<file path="config.mk">
export PLATFORM = sky130hd
export DESIGN_NAME = uart_mem_dump
export DESIGN_NICKNAME = d
export VERILOG_FILES = /design/src/rtl/uart_mem_dump.sv
export SDC_FILE = /design/constraint.sdc
export NUM_CORES = 1
export LEC_CHECK = 0
export CAP_MARGIN = 20
export CORE_MARGIN = 2
export CORE_UTILIZATION = 47
export CTS_CLUSTER_DIAMETER = 80
export CTS_CLUSTER_SIZE = 25
export DETAILED_ROUTE_END_ITERATION = 6
export PLACE_DENSITY = 0.76
export SYNTH_ARGS = -nofsm -noshare
export SYNTH_HDL_FRONTEND = slang
export SYNTH_SLANG_ARGS = --single-unit
</file>
<file path="constraint.sdc">
create_clock -name clk -period 1.8 [get_ports clk]
set_input_delay 0.27 -clock clk [delete_from_list [all_inputs] [get_ports clk]]
set_output_delay 0.27 -clock clk [all_outputs]
set_load 0.02 [all_outputs]
</file>
<file path="src/rtl/uart_mem_dump.sv">
// uart_mem_dump: streams a block of 32-bit words from a synchronous-read
// memory out of a UART transmitter (8N1, LSB byte first within each word).
// Optional feature macro: UART_DUMP_CHECKSUM_EN appends a mod-256 sum byte
// of all data bytes after the last word.
module uart_mem_dump #(
    parameter int CLKS_PER_BIT = 1042,
    parameter int ADDR_W       = 14
) (
    input  logic              clk,
    input  logic              rst_n,
    input  logic              start,
    input  logic [ADDR_W-1:0] base_addr,
    input  logic [ADDR_W:0]   word_count,
    output logic [ADDR_W-1:0] mem_addr,
    input  logic [31:0]       mem_rdata,
    output logic              tx,
    output logic              busy,
    output logic              done
);

    localparam int BAUD_W = (CLKS_PER_BIT > 1) ? $clog2(CLKS_PER_BIT) : 1;
    localparam logic [BAUD_W-1:0] BAUD_MAX = BAUD_W'(CLKS_PER_BIT - 1);

`ifdef UART_DUMP_CHECKSUM_EN
    typedef enum logic [2:0] {IDLE, FETCH, CAPTURE, START, DATA, STOP, NEXT, CSUM} state_t;
`else
    typedef enum logic [2:0] {IDLE, FETCH, CAPTURE, START, DATA, STOP, NEXT} state_t;
`endif

    state_t            state, next_state;
    logic [BAUD_W-1:0] baud_cnt;
    logic [2:0]        bit_cnt;
    logic [1:0]        byte_cnt;
    logic [ADDR_W:0]   words_left;
    logic [31:0]       shreg;
    logic              tx_d, done_d;
    logic              accept, bit_end, last_word, word_end, in_frame;
`ifdef UART_DUMP_CHECKSUM_EN
    logic [7:0]        csum;
    logic              csum_phase;
`endif

    // A start pulse that coincides with done is dropped: the dump has not
    // fully retired yet.
    assign accept    = (state == IDLE) && start && !done;
    assign bit_end   = (baud_cnt == BAUD_MAX);
    assign last_word = (words_left == (ADDR_W+1)'(1));
    assign busy      = (state != IDLE);
`ifdef UART_DUMP_CHECKSUM_EN
    assign word_end  = (state == STOP) && bit_end && (byte_cnt == 2'd3) && !csum_phase;
    assign in_frame  = (state == START) || (state == DATA) || (state == STOP) || (state == CSUM);
`else
    assign word_end  = (state == STOP) && bit_end && (byte_cnt == 2'd3);
    assign in_frame  = (state == START) || (state == DATA) || (state == STOP);
`endif

    // Next-state logic; between words NEXT presents the new address and
    // CAPTURE loads it, giving two idle-high cycles on the line.
    always_comb begin
        next_state = state;
        case (state)
            IDLE:    if (accept && (word_count != '0)) next_state = FETCH;
            FETCH:   next_state = CAPTURE;
`ifdef UART_DUMP_CHECKSUM_EN
            CAPTURE: next_state = csum_phase ? CSUM : START;
            CSUM:    if (bit_end) next_state = DATA;
`else
            CAPTURE: next_state = START;
`endif
            START:   if (bit_end) next_state = DATA;
            DATA:    if (bit_end && (bit_cnt == 3'd7)) next_state = STOP;
            STOP: begin
                if (bit_end) begin
                    if (byte_cnt != 2'd3)  next_state = START;
                    else if (!last_word)   next_state = NEXT;
`ifdef UART_DUMP_CHECKSUM_EN
                    else                   next_state = NEXT;
                    if (csum_phase)        next_state = IDLE;
`else
                    else                   next_state = IDLE;
`endif
                end
            end
            NEXT:    next_state = CAPTURE;
            default: next_state = IDLE;
        endcase
    end

    // Line level for the coming cycle, so tx can be driven from a flop.
    always_comb begin
        tx_d = 1'b1;
        case (next_state)
            START: tx_d = 1'b0;
`ifdef UART_DUMP_CHECKSUM_EN
            CSUM:  tx_d = 1'b0;
`endif
            DATA:  tx_d = ((state == DATA) && bit_end) ? shreg[1] : shreg[0];
            default: tx_d = 1'b1;
        endcase
        done_d = ((state == STOP) && bit_end && (next_state == IDLE)) ||
                 (accept && (word_count == '0));
    end

    // State, line, counters and data path.
    always_ff @(posedge clk) begin
        if (!rst_n) begin
            state      <= IDLE;
            tx         <= 1'b1;
            done       <= 1'b0;
            mem_addr   <= '0;
            baud_cnt   <= '0;
            bit_cnt    <= '0;
            byte_cnt   <= '0;
            words_left <= '0;
            shreg      <= '0;
`ifdef UART_DUMP_CHECKSUM_EN
            csum       <= '0;
            csum_phase <= 1'b0;
`endif
        end else begin
            state <= next_state;
            tx    <= tx_d;
            done  <= done_d;

            if (in_frame) baud_cnt <= bit_end ? '0 : baud_cnt + 1'b1;
            else          baud_cnt <= '0;

            if (accept) begin
                mem_addr   <= base_addr;
                words_left <= word_count;
                bit_cnt    <= '0;
                byte_cnt   <= '0;
`ifdef UART_DUMP_CHECKSUM_EN
                csum       <= '0;
                csum_phase <= 1'b0;
`endif
            end

            if (state == CAPTURE) begin
`ifdef UART_DUMP_CHECKSUM_EN
                if (csum_phase) begin
                    shreg <= {24'h0, csum};
                end else begin
                    shreg <= mem_rdata;
                    csum  <= csum + mem_rdata[7:0] + mem_rdata[15:8] +
                             mem_rdata[23:16] + mem_rdata[31:24];
                end
`else
                shreg <= mem_rdata;
`endif
            end

            // The 32-bit register shifts straight through all four bytes.
            if ((state == DATA) && bit_end) begin
                shreg   <= shreg >> 1;
                bit_cnt <= bit_cnt + 3'd1;
            end

            if ((state == STOP) && bit_end) byte_cnt <= byte_cnt + 2'd1;

            if (word_end) begin
                words_left <= words_left - 1'b1;
                if (!last_word) mem_addr <= mem_addr + 1'b1;
`ifdef UART_DUMP_CHECKSUM_EN
                if (last_word) csum_phase <= 1'b1;
`endif
            end
        end
    end

endmodule

</file>
==> flow_summary.ini, run 1 <==
[floorplanning]
dieArea_mm2 = 0.00977
initial_core_util = 0.485
die_x_um = 98.9
dieHeight_um = 98.9
rows = 34
io_pins = 81
core_area_mm2 = 0.00872

[synth]
async_reset_ff_frac = 0
synthTopCellsByArea = dfxtp_1 (39%), mux2i_1 (7.6%), nor2_1 (6.4%)
synth_common_cells = dfxtp_1 (82), nor2_1 (72), mux2i_1 (32), nand2_1 (32), a211oi_1 (31)
synth_seq_cells = 82
netlist_area_mm2 = 0.00423
synthCells = 486
synthFlopType = dfxtp_1
synth_warnings = 0
synth_top_cell_by_area = dfxtp_1
syn-num-nets = 558
synth_edf_count = 0
synth_seq_area_share = 0.388
synth_top_area_frac = 0.388
synth.distinct_cells = 53
synth_area_per_cell_um2 = 8.70
yosysMostFrequentCell = dfxtp_1

[clock_network]
insertion_delay_ns = 0.37
clockBufferDepth = 2
cts_tree = built
clock_sinks = 82
cts_max_level = 3
cts-buffers-inserted = 9
clk_pin_slew_worst_paths_ns = 0.09
hold_buffers = 0
cts-root-buf = clkbuf_8

[sta]
fmax_mhz = 508
finalCritPeriodShare = 1.09
min_period_ns = 1.97
hold_viol_final = 0
slew_viol_final = 0
setup_violations = 63
tightest_slew_ns = 0.467
fin_worst_skew_ns = 0.0141
max_slew_margin = 0.686
setup_slack_ns = -0.169
rsz0062_at_grt = yes

[placement]
portBuffers = 80
placed_area_mm2 = 0.00561
post-place-cells = 713
post-dp-hpwl_um = 7990
gp_congestion = 0.846

[routing]
routed_wl_um = 14600
num_vias = 4568
postRouteAntennaNets = 0
drt_iter0_markers = 290
drc_errors = 0
dr.pass1.iters = 5
vias_per_cell = 6.05
wire_per_inst_um = 19.3

[grt]
grt_util_all_layers = 0.274
grt_pass1_vias = 4600
overflow = 0
grt_pass1_wl_um = 21700
antenna_found_initial = 0
grt_max_degree = 66

[setup_path]
r2r-start = baud_cnt[1]
path_buf_inv = 2
cp_data_required_time_ns = 2.09
worstPathCellList = inv_2 > ha_4 > nor4b_4 > nand4_4 > o21bai_4 > buf_6 > or3b_1 > a31oi_1
crit_path_start = baud_cnt[1]
path_delay_family = simple AND/OR/NAND/NOR gates
reg2reg_slack_ns = -0.17
reg2reg_depth = 8
r2r_end = mem_addr[3]
crit_type = reg2reg
slowest_stage = or3b_1
crit_fanout = 7
arrival_ns = 2.26
end_kind = flip-flop
setup.worst_path.start_class = flip-flop
cpPeakStageDelay_ns = 0.37

[power_and_ir_drop]
total_power_mw = 4.73
ir_drop_uv = 496
p_per_area_mw_per_mm2 = 707
leakage_nw = 2.57

[outcome]
violations = setup timing
outcome = complete, but fails checks

[min_path]
hold_depth = 3
min_path_type = in2reg
hold_end = mem_addr[8]
min_from = base_addr[8]

[job]
drv_cap = 0

[finish]
diodes = 0
layout.cells.non_filler = 755
final_util = 0.767
final_layout_size_suffix_gt1_frac = 0.335
final_nets = 714
areaGrowthSynthToFinish_pct = 58.1
finish.instance_area_mm2 = 0.00669
## worst min-delay path, cell delays in order
cell,delay [ns]
clkdlybuf4s50_1,0.40
nand2_1,0.05
a31oi_1,0.06
## cells by family after synthesis
| logic type | count (synthesis) | share of synthesized area |
|---|---|---|
| mux | 33 | 0.0784 |
| buf+inv | 39 | 0.0503 |
| compound gates | 117 | 0.183 |
| fa+ha+maj | 8 | 0.0237 |
| simple gates | 198 | 0.258 |
| xor+xnor | 9 | 0.0186 |
| flops | 82 | 0.388 |
## metrics by stage
stage          TNS [ns]  worst slack [ns]  hold slack, ns
2_1_floorplan    -0.276           -0.0358           0.388
3_3_place_gp      -1.18            -0.291           0.476
3_5_place_dp      -3.89            -0.428           0.492
4_1_cts           -4.58            -0.129           0.453
5_1_grt          -13.54            -0.317           0.476
6_report          -5.23            -0.169           0.461
## area by class of cell
type	count	area, µm²
fillers	531	2040
inverters	8	30.0
repair buffers	173	1750
well taps	108	135
flip-flops and latches	82	1660
clock inverters	5	83.8
multi-input cells	368	2870
clock buffers	11	153
## report_power, final
part | total [mW] | switching [mW] | internal [mW] | leakage, nW
Clock | 1.61 | 0.739 | 0.872 | 0.111
Combinational | 1.08 | 0.521 | 0.555 | 1.79
Sequential | 2.04 | 0.119 | 1.92 | 0.673
Total | 4.73 | 1.38 | 3.35 | 2.57
## sequential cells by signal, summed over array words and instances, names as in the netlist
name        count
state           3
mem_addr       14
tx              1
baud_cnt       11
bit_cnt         3
words_left     15
byte_cnt        2
shreg          32
done            1
## cell usage in the layout (no fill, tap or decap), types with 6 or more instances in the layout
cell type / instances
buf_12: 6
a21oi_1: 21
nor2_4: 16
a31oi_1: 16
buf_6: 20
ha_1: 6
or3_1: 6
inv_1: 6
nand4_1: 6
nor2_2: 14
dfxtp_1: 72
mux2i_1: 31
and3_1: 6
o21ai_1: 12
a211oi_2: 12
buf_4: 61
clkdlybuf4s50_1: 79
dfxtp_2: 8
xor2_1: 8
a211oi_1: 19
nand3_1: 14
nor2_1: 42
clkbuf_8: 9
nand2_1: 30
## metal layers
layer  global-route usage  up-vias  routed length [µm]
met5                    0        -                   0
met4                0.107        0                 495
met3               0.0617       53                 894
met2                0.493      194                7400
met1                0.312     2223                5790
li1                     -     2098                   -
## how the worst max path moves through the flow
stage	endpoint	slack [ns]	depth (start not counted)
detailed placement	tx	-0.43	6
CTS	mem_addr[6]	-0.13	8
floorplan	mem_addr[3]	-0.04	7
global route	tx	-0.32	8
finish	mem_addr[3]	-0.17	8
global placement	tx	-0.29	6
## what timing repair did
| item | CTS | global route |
|---|---|---|
| setup endpoints to repair | 64 | 82 |
| resized for setup | 70 | 77 |
| gates cloned | 9 | 3 |
| endpoints found under the hold margin | 0 | 0 |
| pin swaps | 24 | 40 |
| setup buffers | 10 | 8 |
Power figures use the tool's default switching activity.
==> inputs of run 2 (changes only) <==
--- a/config.mk
+++ b/config.mk
@@ -11,7 +11,9 @@
 export CTS_CLUSTER_DIAMETER = 80
 export CTS_CLUSTER_SIZE = 25
 export DETAILED_ROUTE_END_ITERATION = 6
+export GPL_TIMING_DRIVEN = 0
 export PLACE_DENSITY = 0.76
+export SKIP_CTS_REPAIR_TIMING = 1
 export SYNTH_ARGS = -nofsm -noshare
 export SYNTH_HDL_FRONTEND = slang
 export SYNTH_SLANG_ARGS = --single-unit
==> run 2 against run 1 <==
The run still ends with setup timing left. Clock-buffer cell count is 3 higher. Cell count down 5.8%. Clock skew is 0.0066 ns lower. Die area stayed put. Power down 5.6%. Register-to-register slack worse by 0.07 ns. Critical path type unchanged. Critical endpoint is now mem_addr[8]. Highest routed layer unchanged.
==> flow_summary.ini, run 2 (synthesis gave the netlist of run 1 again) <==
[outcome]
outcome = complete, but fails checks
violations = setup timing

[clock_network]
cts-root-buf = clkbuf_8
cts_max_level = 3
clockBufferDepth = 2
cts_tree = built
clk_pin_slew_worst_paths_ns = 0.08
insertion_delay_ns = 0.35
cts-buffers-inserted = 9
clock_sinks = 82

[placement]
place_ws_ns = -0.483
gp_congestion = 0.902
post-dp-hpwl_um = 8100
portBuffers = 80

[finish]
multi_input_area_mm2 = 0.00272
diodes = 0
largest_reg_flops = 32
areaGrowthSynthToFinish_pct = 41.4
reg.largest.list = shreg: 32 flops, words_left: 15 flops, mem_addr: 14 flops
final_nets = 670
final_layout_size_suffix_gt1_frac = 0.222
seq_area_mm2 = 0.00166
fillers = 663
final_cell_mix = clkdlybuf4s50_1 (77), dfxtp_1 (73), nor2_1 (60)
largest-register = shreg
final_common_cell = clkdlybuf4s50_1

[setup_path]
cp_data_required_time_ns = 2.08
end_kind = flip-flop
setup.worst_path.start_class = flip-flop
slowest_stage = or4_4
path_buf_inv = 1
r2r-start = baud_cnt[1]
r2r_end = mem_addr[8]
path_delay_family = simple AND/OR/NAND/NOR gates
crit_fanout = 5
worstPathCellList = inv_2 > ha_4 > nor4b_4 > nand4_4 > o21bai_4 > or4_4 > a31oi_4
path_depth = 7
cpPeakStageDelay_ns = 0.54
crit_type = reg2reg
arrival_ns = 2.31
reg2reg_depth = 7
reg2reg_slack_ns = -0.23

[grt]
grt_util_all_layers = 0.225
grt_pass1_vias = 3984
grt_max_degree = 13
antenna_found_initial = 0
grt_pass1_wl_um = 18100
overflow = 0

[power_and_ir_drop]
p_seq_frac = 0.454
leakage_nw = 2.29
switching_share = 0.274
p_comb_frac = 0.217
intPower_mw = 3.24
p_per_area_mw_per_mm2 = 746
clkPwrFrac = 0.329
ir_drop_uv = 481
p_switching_mw = 1.22
total_power_mw = 4.46

[floorplanning]
io_pins = 81
initial_core_util = 0.485
dieArea_mm2 = 0.00977
dieHeight_um = 98.9
die_x_um = 98.9
rows = 34
core_area_mm2 = 0.00872

[sta]
setup_slack_ns = -0.234
min_period_ns = 2.03
rsz0062_at_grt = yes
tightest_slew_ns = 0.531
slew_viol_final = 0
max_slew_margin = 0.646
setup_violations = 75
finalCritPeriodShare = 1.13
hold_viol_final = 0
fmax_mhz = 492
fin_worst_skew_ns = 0.00759

[routing]
postRouteAntennaNets = 0
drc_errors = 0
vias_per_cell = 5.89
num_vias = 4191
dr.pass1.iters = 5
drt_iter0_markers = 245
wire_per_inst_um = 16.8
routed_wl_um = 11900

[min_path]
hold_end = mem_addr[7]
min_from = base_addr[7]
hold_depth = 3
min_path_type = in2reg

[job]
drv_cap = 0
-- run 2: changes by cell type in the layout (fill, tap and decap cells not counted), sizes merged --
cell,before,now
buf,91,38
clkbuf,13,27
dlymetal6s2s,0,3
clkdlybuf4s50,79,77
clkinvlp,2,0
and2,7,6
dlygate4sd2,1,0
inv,9,8
nand3b,5,4
-- run 2: power by group through the flow --
stage	Combinational, mW	Clock (mW)	Sequential, mW
after floorplan	0.463	0	2.06
after global placement	0.799	0	2.05
after detailed placement	0.817	0	2.05
after CTS	0.824	1.48	2.01
after global routing	1.04	1.56	2.04
final	0.971	1.47	2.03
-- run 2: metal layers --
metal	track usage	part of all wire	vias to the layer above	wire length [µm]
li1	-	-	2009	-
met2	0.378	0.47	163	5660
met4	0.0991	0.030	0	354
met3	0.0454	0.062	36	737
met1	0.279	0.43	1983	5180
met5	0	0	-	0
-- run 2: area by class of cell --
cell class / count / area share
buffer: 31 / 0.0412
timing repair buffer: 100 / 0.164
multi-input combinational: 366 / 0.454
sequential: 82 / 0.278
clock inverter: 2 / 0.0100
inverter: 8 / 0.00502
clock buffer: 14 / 0.0255
tap: 108 / 0.0226
-- run 2: worst min-delay path, stage by stage --
cell and delay (ns):
clkdlybuf4s50_1 0.39, nand2_1 0.05, a31oi_1 0.06
-- run 2: metrics by stage --
| stage | cell area, µm² | std cells | setup TNS (ns) | utilization | hold WS (ns) |
|---|---|---|---|---|---|
| after floorplan | 4290 | 486 | -0.276 | - | 0.388 |
| after global placement | 5220 | 674 | -21.34 | 0.599 | 0.469 |
| after detailed placement | 5220 | 674 | -22.09 | 0.599 | 0.481 |
| after CTS | 5440 | 690 | -14.85 | 0.623 | 0.473 |
| after global routing | 5980 | 711 | -16.05 | 0.686 | 0.490 |
| final | 5980 | 711 | -9.84 | 0.686 | 0.476 |
-- run 2: worst max-delay path by stage --
stage	startpoint	end	slack [ns]
2_1_floorplan	state[0]	mem_addr[3]	-0.04
3_3_place_gp	rst_n	mem_addr[0]	-0.43
3_5_place_dp	rst_n	bit_cnt[1]	-0.48
4_1_cts	words_left[2]	mem_addr[8]	-0.34
5_1_grt	baud_cnt[1]	shreg[28]	-0.31
6_report	baud_cnt[1]	mem_addr[8]	-0.23
